## src/rtl/scan_sequencer.sv

```systemverilog
// Timed 4-bit index sequencer feeding a 4-to-16 one-hot decoder.
// Optional skip mask enabled by defining SCAN_SKIP_MASK_EN.
module scan_sequencer #(
    parameter int DIV_W = 8
) (
    input  logic             clk,
    input  logic             rst_n,
    input  logic             start,
    input  logic             stop,
    input  logic             mode_cont,
    input  logic             dir_down,
    input  logic [DIV_W-1:0] div,
    input  logic [3:0]       first,
    input  logic [3:0]       last,
`ifdef SCAN_SKIP_MASK_EN
    input  logic [15:0]      skip_mask,
`endif
    output logic [3:0]       idx,
    output logic             idx_valid,
    output logic             busy,
    output logic             done,
    output logic             wrap
);

    typedef enum logic {IDLE, RUN} state_t;

    state_t           state, state_d;
    logic [DIV_W-1:0] cnt, cnt_d, div_q;
    logic [3:0]       idx_q, idx_d, fl_q, ll_q;
    logic             dir_q, cont_q;
    logic             done_q, done_d, wrap_q, wrap_d;
    logic             load;
    logic [15:0]      mask_in, mask_run;
    logic [4:0]       fl_in, ll_in;
    logic [3:0]       nx;

    function automatic logic [3:0] offs(input logic [3:0] f,
                                        input logic [3:0] p,
                                        input logic       dn);
        return dn ? f - p : p - f;
    endfunction

    function automatic logic [3:0] step(input logic [3:0] p,
                                        input logic       dn,
                                        input logic [3:0] k);
        return dn ? p - k : p + k;
    endfunction

    // Nearest live position on the path; bit 4 flags that one exists.
    function automatic logic [4:0] first_live(input logic [3:0]  f,
                                              input logic [3:0]  l,
                                              input logic        dn,
                                              input logic [15:0] m);
        logic [3:0] len, p;
        logic [4:0] r;
        len = offs(f, l, dn);
        r   = {1'b0, f};
        for (int k = 15; k >= 0; k--) begin
            p = step(f, dn, 4'(k));
            if (4'(k) <= len && !m[p]) r = {1'b1, p};
        end
        return r;
    endfunction

    function automatic logic [4:0] last_live(input logic [3:0]  f,
                                             input logic [3:0]  l,
                                             input logic        dn,
                                             input logic [15:0] m);
        logic [3:0] len, p;
        logic [4:0] r;
        len = offs(f, l, dn);
        r   = {1'b0, l};
        for (int k = 0; k < 16; k++) begin
            p = step(f, dn, 4'(k));
            if (4'(k) <= len && !m[p]) r = {1'b1, p};
        end
        return r;
    endfunction

    // Offsets are measured from the first live position so the search
    // never wraps back past the start of the path.
    function automatic logic [3:0] next_live(input logic [3:0]  cur,
                                             input logic [3:0]  fl,
                                             input logic [3:0]  ll,
                                             input logic        dn,
                                             input logic [15:0] m);
        logic [3:0] o, len, p, po, r;
        o   = offs(fl, cur, dn);
        len = offs(fl, ll, dn);
        r   = step(cur, dn, 4'd1);
        for (int k = 15; k >= 1; k--) begin
            p  = step(cur, dn, 4'(k));
            po = offs(fl, p, dn);
            if (po > o && po <= len && !m[p]) r = p;
        end
        return r;
    endfunction

`ifdef SCAN_SKIP_MASK_EN
    logic [15:0] mask_q;

    always_ff @(posedge clk or negedge rst_n) begin
        if (!rst_n) mask_q <= '0;
        else if (load) mask_q <= skip_mask;
    end

    assign mask_in  = skip_mask;
    assign mask_run = mask_q;
`else
    assign mask_in  = '0;
    assign mask_run = '0;
`endif

    assign fl_in = first_live(first, last, dir_down, mask_in);
    assign ll_in = last_live(first, last, dir_down, mask_in);
    assign nx    = next_live(idx_q, fl_q, ll_q, dir_q, mask_run);

    always_ff @(posedge clk or negedge rst_n) begin
        if (!rst_n) begin
            state  <= IDLE;
            cnt    <= '0;
            idx_q  <= '0;
            done_q <= 1'b0;
            wrap_q <= 1'b0;
            div_q  <= '0;
            fl_q   <= '0;
            ll_q   <= '0;
            dir_q  <= 1'b0;
            cont_q <= 1'b0;
        end else begin
            state  <= state_d;
            cnt    <= cnt_d;
            idx_q  <= idx_d;
            done_q <= done_d;
            wrap_q <= wrap_d;
            if (load) begin
                div_q  <= div;
                fl_q   <= fl_in[3:0];
                ll_q   <= ll_in[3:0];
                dir_q  <= dir_down;
                cont_q <= mode_cont;
            end
        end
    end

    always_comb begin
        state_d = state;
        cnt_d   = cnt;
        idx_d   = idx_q;
        done_d  = 1'b0;
        wrap_d  = 1'b0;
        load    = 1'b0;
        unique case (state)
            IDLE: begin
                if (start && !stop && fl_in[4]) begin
                    state_d = RUN;
                    idx_d   = fl_in[3:0];
                    cnt_d   = div;
                    load    = 1'b1;
                end
            end
            RUN: begin
                if (stop) begin
                    state_d = IDLE;
                end else if (cnt != '0) begin
                    cnt_d = cnt - 1'b1;
                end else if (idx_q != ll_q) begin
                    idx_d = nx;
                    cnt_d = div_q;
                end else if (cont_q) begin
                    idx_d  = fl_q;
                    cnt_d  = div_q;
                    wrap_d = 1'b1;
                end else begin
                    done_d  = 1'b1;
                    state_d = IDLE;
                end
            end
            default: state_d = IDLE;
        endcase
    end

    always_comb begin
        idx       = idx_q;
        busy      = (state == RUN);
        idx_valid = (state == RUN);
        done      = done_q;
        wrap      = wrap_q;
    end

endmodule

```

## config.mk

```make
export PLATFORM = sky130hd
export DESIGN_NAME = scan_sequencer
export DESIGN_NICKNAME = d
export VERILOG_FILES = /design/src/rtl/scan_sequencer.sv
export SDC_FILE = /design/constraint.sdc
export NUM_CORES = 1
export LEC_CHECK = 0
export ABC_AREA = 1
export BUFFER_PORTS_ARGS = -buffer_cell sky130_fd_sc_hd__clkbuf_2
export CAP_MARGIN = 0
export CORE_UTILIZATION = 38
export DETAILED_ROUTE_END_ITERATION = 7
export GPL_ROUTABILITY_DRIVEN = 0
export PLACE_DENSITY_LB_ADDON = 0.25
export SLEW_MARGIN = 40
export SYNTH_ARGS = -nofsm -noshare
export SYNTH_HDL_FRONTEND = slang
export SYNTH_SLANG_ARGS = --single-unit
```

## constraint.sdc

```tcl
create_clock -name clk -period 5.2 [get_ports clk]
set_input_delay 1.04 -clock clk [delete_from_list [all_inputs] [get_ports clk]]
set_output_delay 1.04 -clock clk [all_outputs]
set_load 0.05 [all_outputs]
```

After elaboration in Yosys (flattened, before gate mapping)
Memory sizes are Yosys's and may differ from the RTL's.
Cells that the tools add are included.
Widths: inputs -> output; s select.
{"block": "word_totals", "reg_bits": 33, "mem_bits_ro": 496, "output_inout_bits": 8, "mem_count": 31}
{"block": "op_classes", "n_addsub": 97, "order_cmp": 77, "eq_ne": 6, "muxes": 154, "n_bitwise": 1, "reduce_logical": 83}
{"memory": "(no name shown)", "words": 16, "word_bits": 1, "read_ports": 1, "rd_ports_with_merged_regs": 0, "write_ports": 0, "line": "94", "source": "if (po > o && po <= len && !m[p]) r = p;"}
{"memory": "(no name shown)", "words": 16, "word_bits": 1, "read_ports": 1, "rd_ports_with_merged_regs": 0, "write_ports": 0, "line": "94"}
{"memory": "(no name shown)", "words": 16, "word_bits": 1, "read_ports": 1, "rd_ports_with_merged_regs": 0, "write_ports": 0, "line": "94"}
{"memory": "(no name shown)", "words": 16, "word_bits": 1, "read_ports": 1, "rd_ports_with_merged_regs": 0, "write_ports": 0, "line": "94"}
{"memory": "(no name shown)", "words": 16, "word_bits": 1, "read_ports": 1, "rd_ports_with_merged_regs": 0, "write_ports": 0, "line": "94"}
{"memory": "(no name shown)", "words": 16, "word_bits": 1, "read_ports": 1, "rd_ports_with_merged_regs": 0, "write_ports": 0, "line": "94"}
{"memory": "+25 memories"}
{"op": "$mux 4", "count": 84}
{"op": "$lt 4x5->1 const B", "count": 31}
{"op": "$sub 4x4->4", "count": 36}
{"op": "$mux 5", "count": 16}
{"op": "$add 4x4->4 const B", "count": 16}
{"op": "$sub 4x4->4 const B", "count": 16}
{"op": "$gt 4x4->1", "count": 15}
{"op": "$le 4x4->1", "count": 15}
{"op": "$logic_and 1x1->1", "count": 48}
{"op": "$mux 1", "count": 46}
{"op": "$mux 8", "count": 5}
{"op": "$add 4x3->4 const B", "count": 8}
{"op": "$le 4x4->1 const A", "count": 8}
{"op": "$logic_not 1->1", "count": 32}
{"op": "$sub 4x3->4 const B", "count": 8}
{"op": "$add 4x2->4 const B", "count": 4}
{"op": "$le 3x4->1 const A", "count": 4}
{"op": "$pmux 8 s2", "count": 1}
{"op": "$sub 4x2->4 const B", "count": 4}
{"op": "$add 4x1->4 const B", "count": 2}
{"op": "$le 1x4->1 const A", "count": 2}
{"op": "$le 2x4->1 const A", "count": 2}
{"op": "$pmux 4 s2", "count": 1}
{"op": "$reduce_bool 8->1", "count": 1}
{"op": "other kinds (10)", "count": 13}

Longest topological paths before layout
Gate-level depths: netlist (run 1).
{"block": "logic_depth", "ltp_word": 26, "ltp_mapped": 39, "depth_no_buf": 36}

Worst setup path before layout (run 1)
OpenSTA, ideal clock, no wires.
{"block": "synth_timing", "kind": "flip-flop to flip-flop", "start": "register idx_q[1], in the netlist idx[1]", "end": "register idx_q[3], in the netlist idx[3]", "arrival_ps": 4906, "required_time_ps": 5127, "slack_ps": 221, "stages_incl_launch_ff": 28, "period_less_slack_ps": 4979, "path_cell_list": "dfrtp_1 inv_1 fa_1 inv_1 ha_1 a21o_1 a211o_1 o31ai_1 xnor2_1 xor2_1 inv_1 ha_1 a21oi_1 a31oi_1 nand2_1 o21ai_0 inv_1 nand2_1 nand2_1 nand2_1 nand2_1 nand2_1 nand2_1 nand2_1 nand2_1 nand2_1 nand2_1 a21oi_2"}
{"block": "synth_between", "elab_chain_len": 26, "elab_cells_between_ends": 220, "cone_classes": "add/sub (62); order compare (30); eq/ne (2); mux (65); reduce/logical (46); memory (15)"}
{"element": "start: declaration", "line": "29", "source": "logic [3:0] idx_q, idx_d, fl_q, ll_q;"}
{"element": "start signal: assignment", "line": "133", "source": "idx_q <= idx_d;"}
{"element": "$add 4x4->4 / $sub 4x4->4 (equally long branches)", "line": "46", "source": "return dn ? p - k : p + k;"}
{"element": "$mux 4", "line": "46"}
{"element": "$sub 4x4->4", "line": "40", "source": "return dn ? f - p : p - f;"}
{"element": "$mux 4", "line": "40"}
{"element": "$gt 4x4->1 / $le 4x4->1 (equally long branches)", "line": "94"}
{"element": "$logic_and 1x1->1 (2 in a row)", "line": "94"}
{"element": "$mux 4 (15 in a row)", "line": "94"}
{"element": "$mux 4", "line": "167", "source": "end else if (idx_q != ll_q) begin"}
{"element": "$mux 4", "line": "165", "source": "end else if (cnt != '0) begin"}
{"element": "$mux 4", "line": "163", "source": "if (stop) begin"}
{"element": "$pmux 4 s2", "line": "153", "source": "unique case (state)"}
Several ways; a longest one is shown, not always the timed one. The select of a mux whose other input is x is not followed.
A chain may end at the register's enable or synchronous reset.

Worst setup path after layout (run 1)
{"block": "layout_timing", "start": "register idx_q[0], in the netlist idx[0]", "end": "register idx_q[2], in the netlist idx[2]"}
The elaborated chain is that of the path after synthesis.

==> qor.csv, run 1 <==
metric;value;unit
rsz0062_at_grt;false;
fin_nets;1168;
synth_cell_types;52;
max_cap_violations;0;
synth_ff_type;dfrtp_1;
synth-seq-cells;33;
fmax;0.216;GHz
wl_per_cell;14.6;um
avgSynthCellArea;6.61;sq um
status;finished clean;
crit_family;adder cells;
finalNonFillerCells;1246;
grt_pass1_wl;30.1;mm
dpl.hpwl;14.4;mm
synthToLayoutAreaGrowth;10.1;%
synth_edf_count;0;
first_global_vias;5893;
final_common_cell;nand2_1;
io_buffer_count;29;
die_h;133;um
cp_common_cell;nand2_1;
worstPathRequired;5370;ps
antenna_found_initial;0;
cp-start-kind;register;
layout_common_cells;nand2_1, inv_1, ha_1, nor2_1;
boundaryPins;30;
worstSetupPathType;reg2reg;
arrival;4790;ps
vias;6327;
clockBufferDepth;2;
hold_path_class;reg2reg;
cts_buffers;5;
drive_gt1_share;8.77;%
drtPass1Iterations;5;
cpPeakStageDelay;680;ps
cts_tree;done;
drc;0;
slew_violations;0;
clock-sinks;33;
synth_cells;989;
core_area;16700;sq um
whs;474;ps
finalSetupViolations;0;
gr-usage-all-layers;21.0;%
ys_warn_count;0;
clk_latency;280;ps
grt.overflow.total;0;
antenna_cells;0;
drt_wl_total;18.2;mm
std_cell_rows;47;
ant_nets;0;
cp-end-kind;register;
drt-initial-drc-count;378;
hold_violations;0;
die_area;17700;sq um
skew;6.05;ps
crit_fanout;7;
clock-root-buffer;clkbuf_16;
worst-path-buf-inv;6;
period_needed;4620;ps
post-route-period-util;88.9;%
htreeDepth;2;
initial_core_util;39.2;%
clk_pin_slew;60;ps
mappedNetlistArea;6540;sq um
grt_max_degree;34;
async_reset_ff_share;100;%
dp.cells;1235;
die_x;133;um
worst_pin_slew;645;ps
avgViaCountPerCell;5.08;
critPathSlowestCell;fa_2;
r2r_slack;580;ps
max_slew_margin;55.8;%
finalSetupTns;0;ps
seq_area_frac_synth;12.6;%
postSynthNetCount;1132;
==> registers in the layout, summed over array words and instances, names as in the netlist <==
signal and cells:
dir_q 1, fl_q 4, busy 1, div_q 8, idx 4, done 1, wrap 1, ll_q 4
cnt 8, cont_q 1
==> metrics by stage <==
step	instance area [sq um]	util, %	worst slack, ps
detailed placement	7000	41.9	418
CTS	7170	42.9	408
finish	7200	43.1	580
global placement	6990	41.9	509
floorplan	6540	-	221
global route	7200	43.1	93.2
==> metal layers <==
| metal | up-vias | track usage, % | wire (um) |
|---|---|---|---|
| met5 | - | 0 | 0 |
| met4 | 0 | 5.24 | 325 |
| met3 | 21 | 1.67 | 696 |
| met2 | 159 | 34.3 | 8150 |
| met1 | 2844 | 29.7 | 9060 |
| li1 | 3303 | - | - |
==> kinds of logic (layout without fill, tap and decap cells) <==
group           after synthesis  in the layout  share of synthesized area, %
buf+inv                     169            206                          10.0
flops                        33             33                          12.6
compound gates              193            193                          17.6
mux                           1              1                         0.153
fa+ha+maj                   121            121                          25.4
xor+xnor                     51             51                          7.35
simple gates                421            421                          26.8
==> worst min-delay path, cell delays in order (launching register included) <==
cell     delay [ps]
dfrtp_1         330
nand2_1          60
nand2_1          60
==> cells in the mapped netlist (6+ instances only) <==
library cell  number  area, sq um
o21bai_1           9         67.6
clkbuf_1          12         45.0
ha_1             101         1260
xnor2_1           12          105
nand2_1          259          972
nand3_1           56          280
fa_1              20          400
nand2_2           11         68.8
a32o_1             6         60.1
a31oi_1           12         75.1
nor2_1            70          263
o211ai_1           7         52.6
dfrtp_1           33          826
a211oi_1          10         75.1
xor2_1            36          315
a21oi_1           61          305
nor3_1             9         45.0
inv_1            145          544
o21ai_0           61          305
==> cell type report <==
| cell class | instances | area [sq um] |
|---|---|---|
| Inverter | 150 | 568 |
| Clock buffer | 7 | 143 |
| Tap cell | 220 | 275 |
| Sequential cell | 33 | 826 |
| Timing Repair Buffer | 48 | 290 |
| Fill cell | 1802 | 9500 |
| Clock inverter | 1 | 30.0 |
| Multi-Input combinational cell | 787 | 5070 |
==> final timing paths <==
check / endpoint / cells past startpoint / startpoint
max in group asynchronous: done / 1 / rst_n
worst min register to register: div_q[5] / 2 / div_q[5]
min in group asynchronous: fl_q[0] / 1 / rst_n
worst max-delay path: idx[2] / 27 / idx[0]
worst max register to register: idx[2] / 27 / idx[0]
worst min-delay path: div_q[5] / 2 / div_q[5]
==> repair_timing <==
action	CTS	global route
gates resized for setup	0	2
hold buffers	0	0
endpoints found under the setup margin	0	3
setup buffers	0	3
Power of run 1 is left out: the tool's default activity adds up to more than one toggle a clock period on the data nets, which glitch-free logic cannot reach.
==> run 2, diff against run 1 <==
- CORE_MARGIN: unset -> 2
- HOLD_SLACK_MARGIN: unset -> 0.08
==> qor.csv, run 2 (synthesized netlist as in run 1, its figures left out) <==
metric;value;unit
avgViaCountPerCell;5.11;
clockBufferDepth;2;
rsz0062_at_grt;false;
std_cell_rows;47;
drt_wl_total;17.9;mm
ctsResizeCount;0;
worstSetupPathType;reg2reg;
antenna_cells;0;
clock-sinks;33;
post-route-period-util;90.2;%
clock-root-buffer;clkbuf_16;
crit_fanout;9;
core_area;16700;sq um
die_x;135;um
worstHoldStart;div_q[0];
cp-start-kind;register;
critPathSlowestCell;fa_2;
drt-initial-drc-count;394;
max_cap_violations;0;
grt.overflow.total;0;
skew;3.05;ps
grt_max_degree;34;
arrival;4850;ps
grt_pass1_wl;30.0;mm
ant_nets;0;
antenna_found_initial;0;
worstPathRequired;5360;ps
gr-usage-all-layers;20.2;%
status;finished clean;
reg2reg_from;idx[0];
wl_per_cell;14.4;um
hold_path_class;reg2reg;
die_h;135;um
worst_pin_slew;671;ps
initial_core_util;39.2;%
crit_family;adder cells;
finalSetupTns;0;ps
clk_latency;270;ps
io_buffer_count;29;
final_common_cell;nand2_1;
htreeDepth;2;
cp_common_cell;nand2_1;
drtPass1Iterations;5;
cts_buffers;5;
slew_violations;0;
hold_buffers;0;
fin_nets;1166;
drive_gt1_share;8.50;%
worst-path-buf-inv;6;
boundaryPins;30;
die_area;18300;sq um
hold_violations;0;
dpl.hpwl;14.5;mm
cts_tree;done;
critPathLaunch;idx[0];
drc;0;
period_needed;4690;ps
post-cts-setup-buffer-count;0;
max_slew_margin;55.3;%
cp-end-kind;register;
first_global_vias;5936;
cpPeakStageDelay;750;ps
fmax;0.213;GHz
layout_common_cells;nand2_1, inv_1, ha_1, nor2_1;
clk_pin_slew;50;ps
vias;6352;
synthToLayoutAreaGrowth;9.79;%
reg_top3;cnt x8, div_q x8;
finalSetupViolations;0;
run 2: cell count changes in the layout (fill, tap and decap cells not counted), sizes merged:
cell	before	now
clkinvlp	1	0
buf	19	17
inv	147	148
run 2: routing by layer:
layer | vias up | wire length (um) | GRT usage [%]
met5 | - | 0 | 0
met4 | 0 | 411 | 5.67
met3 | 22 | 709 | 1.23
met2 | 159 | 8150 | 33.4
met1 | 2877 | 8670 | 28.6
li1 | 3294 | - | -
run 2: final timing paths:
check,slack (ps),depth (start not counted),to
hold / removal,480,2,div_q[0]
setup reg to reg,510,27,idx[2]
setup / recovery,510,27,idx[2]
min in group asynchronous,740,1,wrap
hold reg to reg,480,2,div_q[0]
max in group asynchronous,4130,1,idx[2]
run 2: area by class of cell:
class	count	area (sq um)
Clock buffer	7	143
Clock inverter	1	30.0
Timing Repair Buffer	46	275
Tap cell	220	275
Multi-Input combinational cell	787	5070
Inverter	150	564
Fill cell	1812	9520
Sequential cell	33	826
run 2: stage by stage:
step	instances	util [%]	setup WS, ps	hold slack [ps]	instance area [sq um]
3_3_place_gp	1236	41.9	423	457	7000
6_report	1244	43.0	507	478	7180
2_1_floorplan	989	-	221	444	6540
4_1_cts	1244	43.0	354	480	7180
3_5_place_dp	1236	42.0	375	465	7010
5_1_grt	1244	43.0	53.8	511	7180
run 2: worst min-delay path, stage by stage (launching register included):
cell and delay [ps]:
dfrtp_1 330, nand2_1 50, o21ai_0 60
Power of run 2 is left out for the same reason.
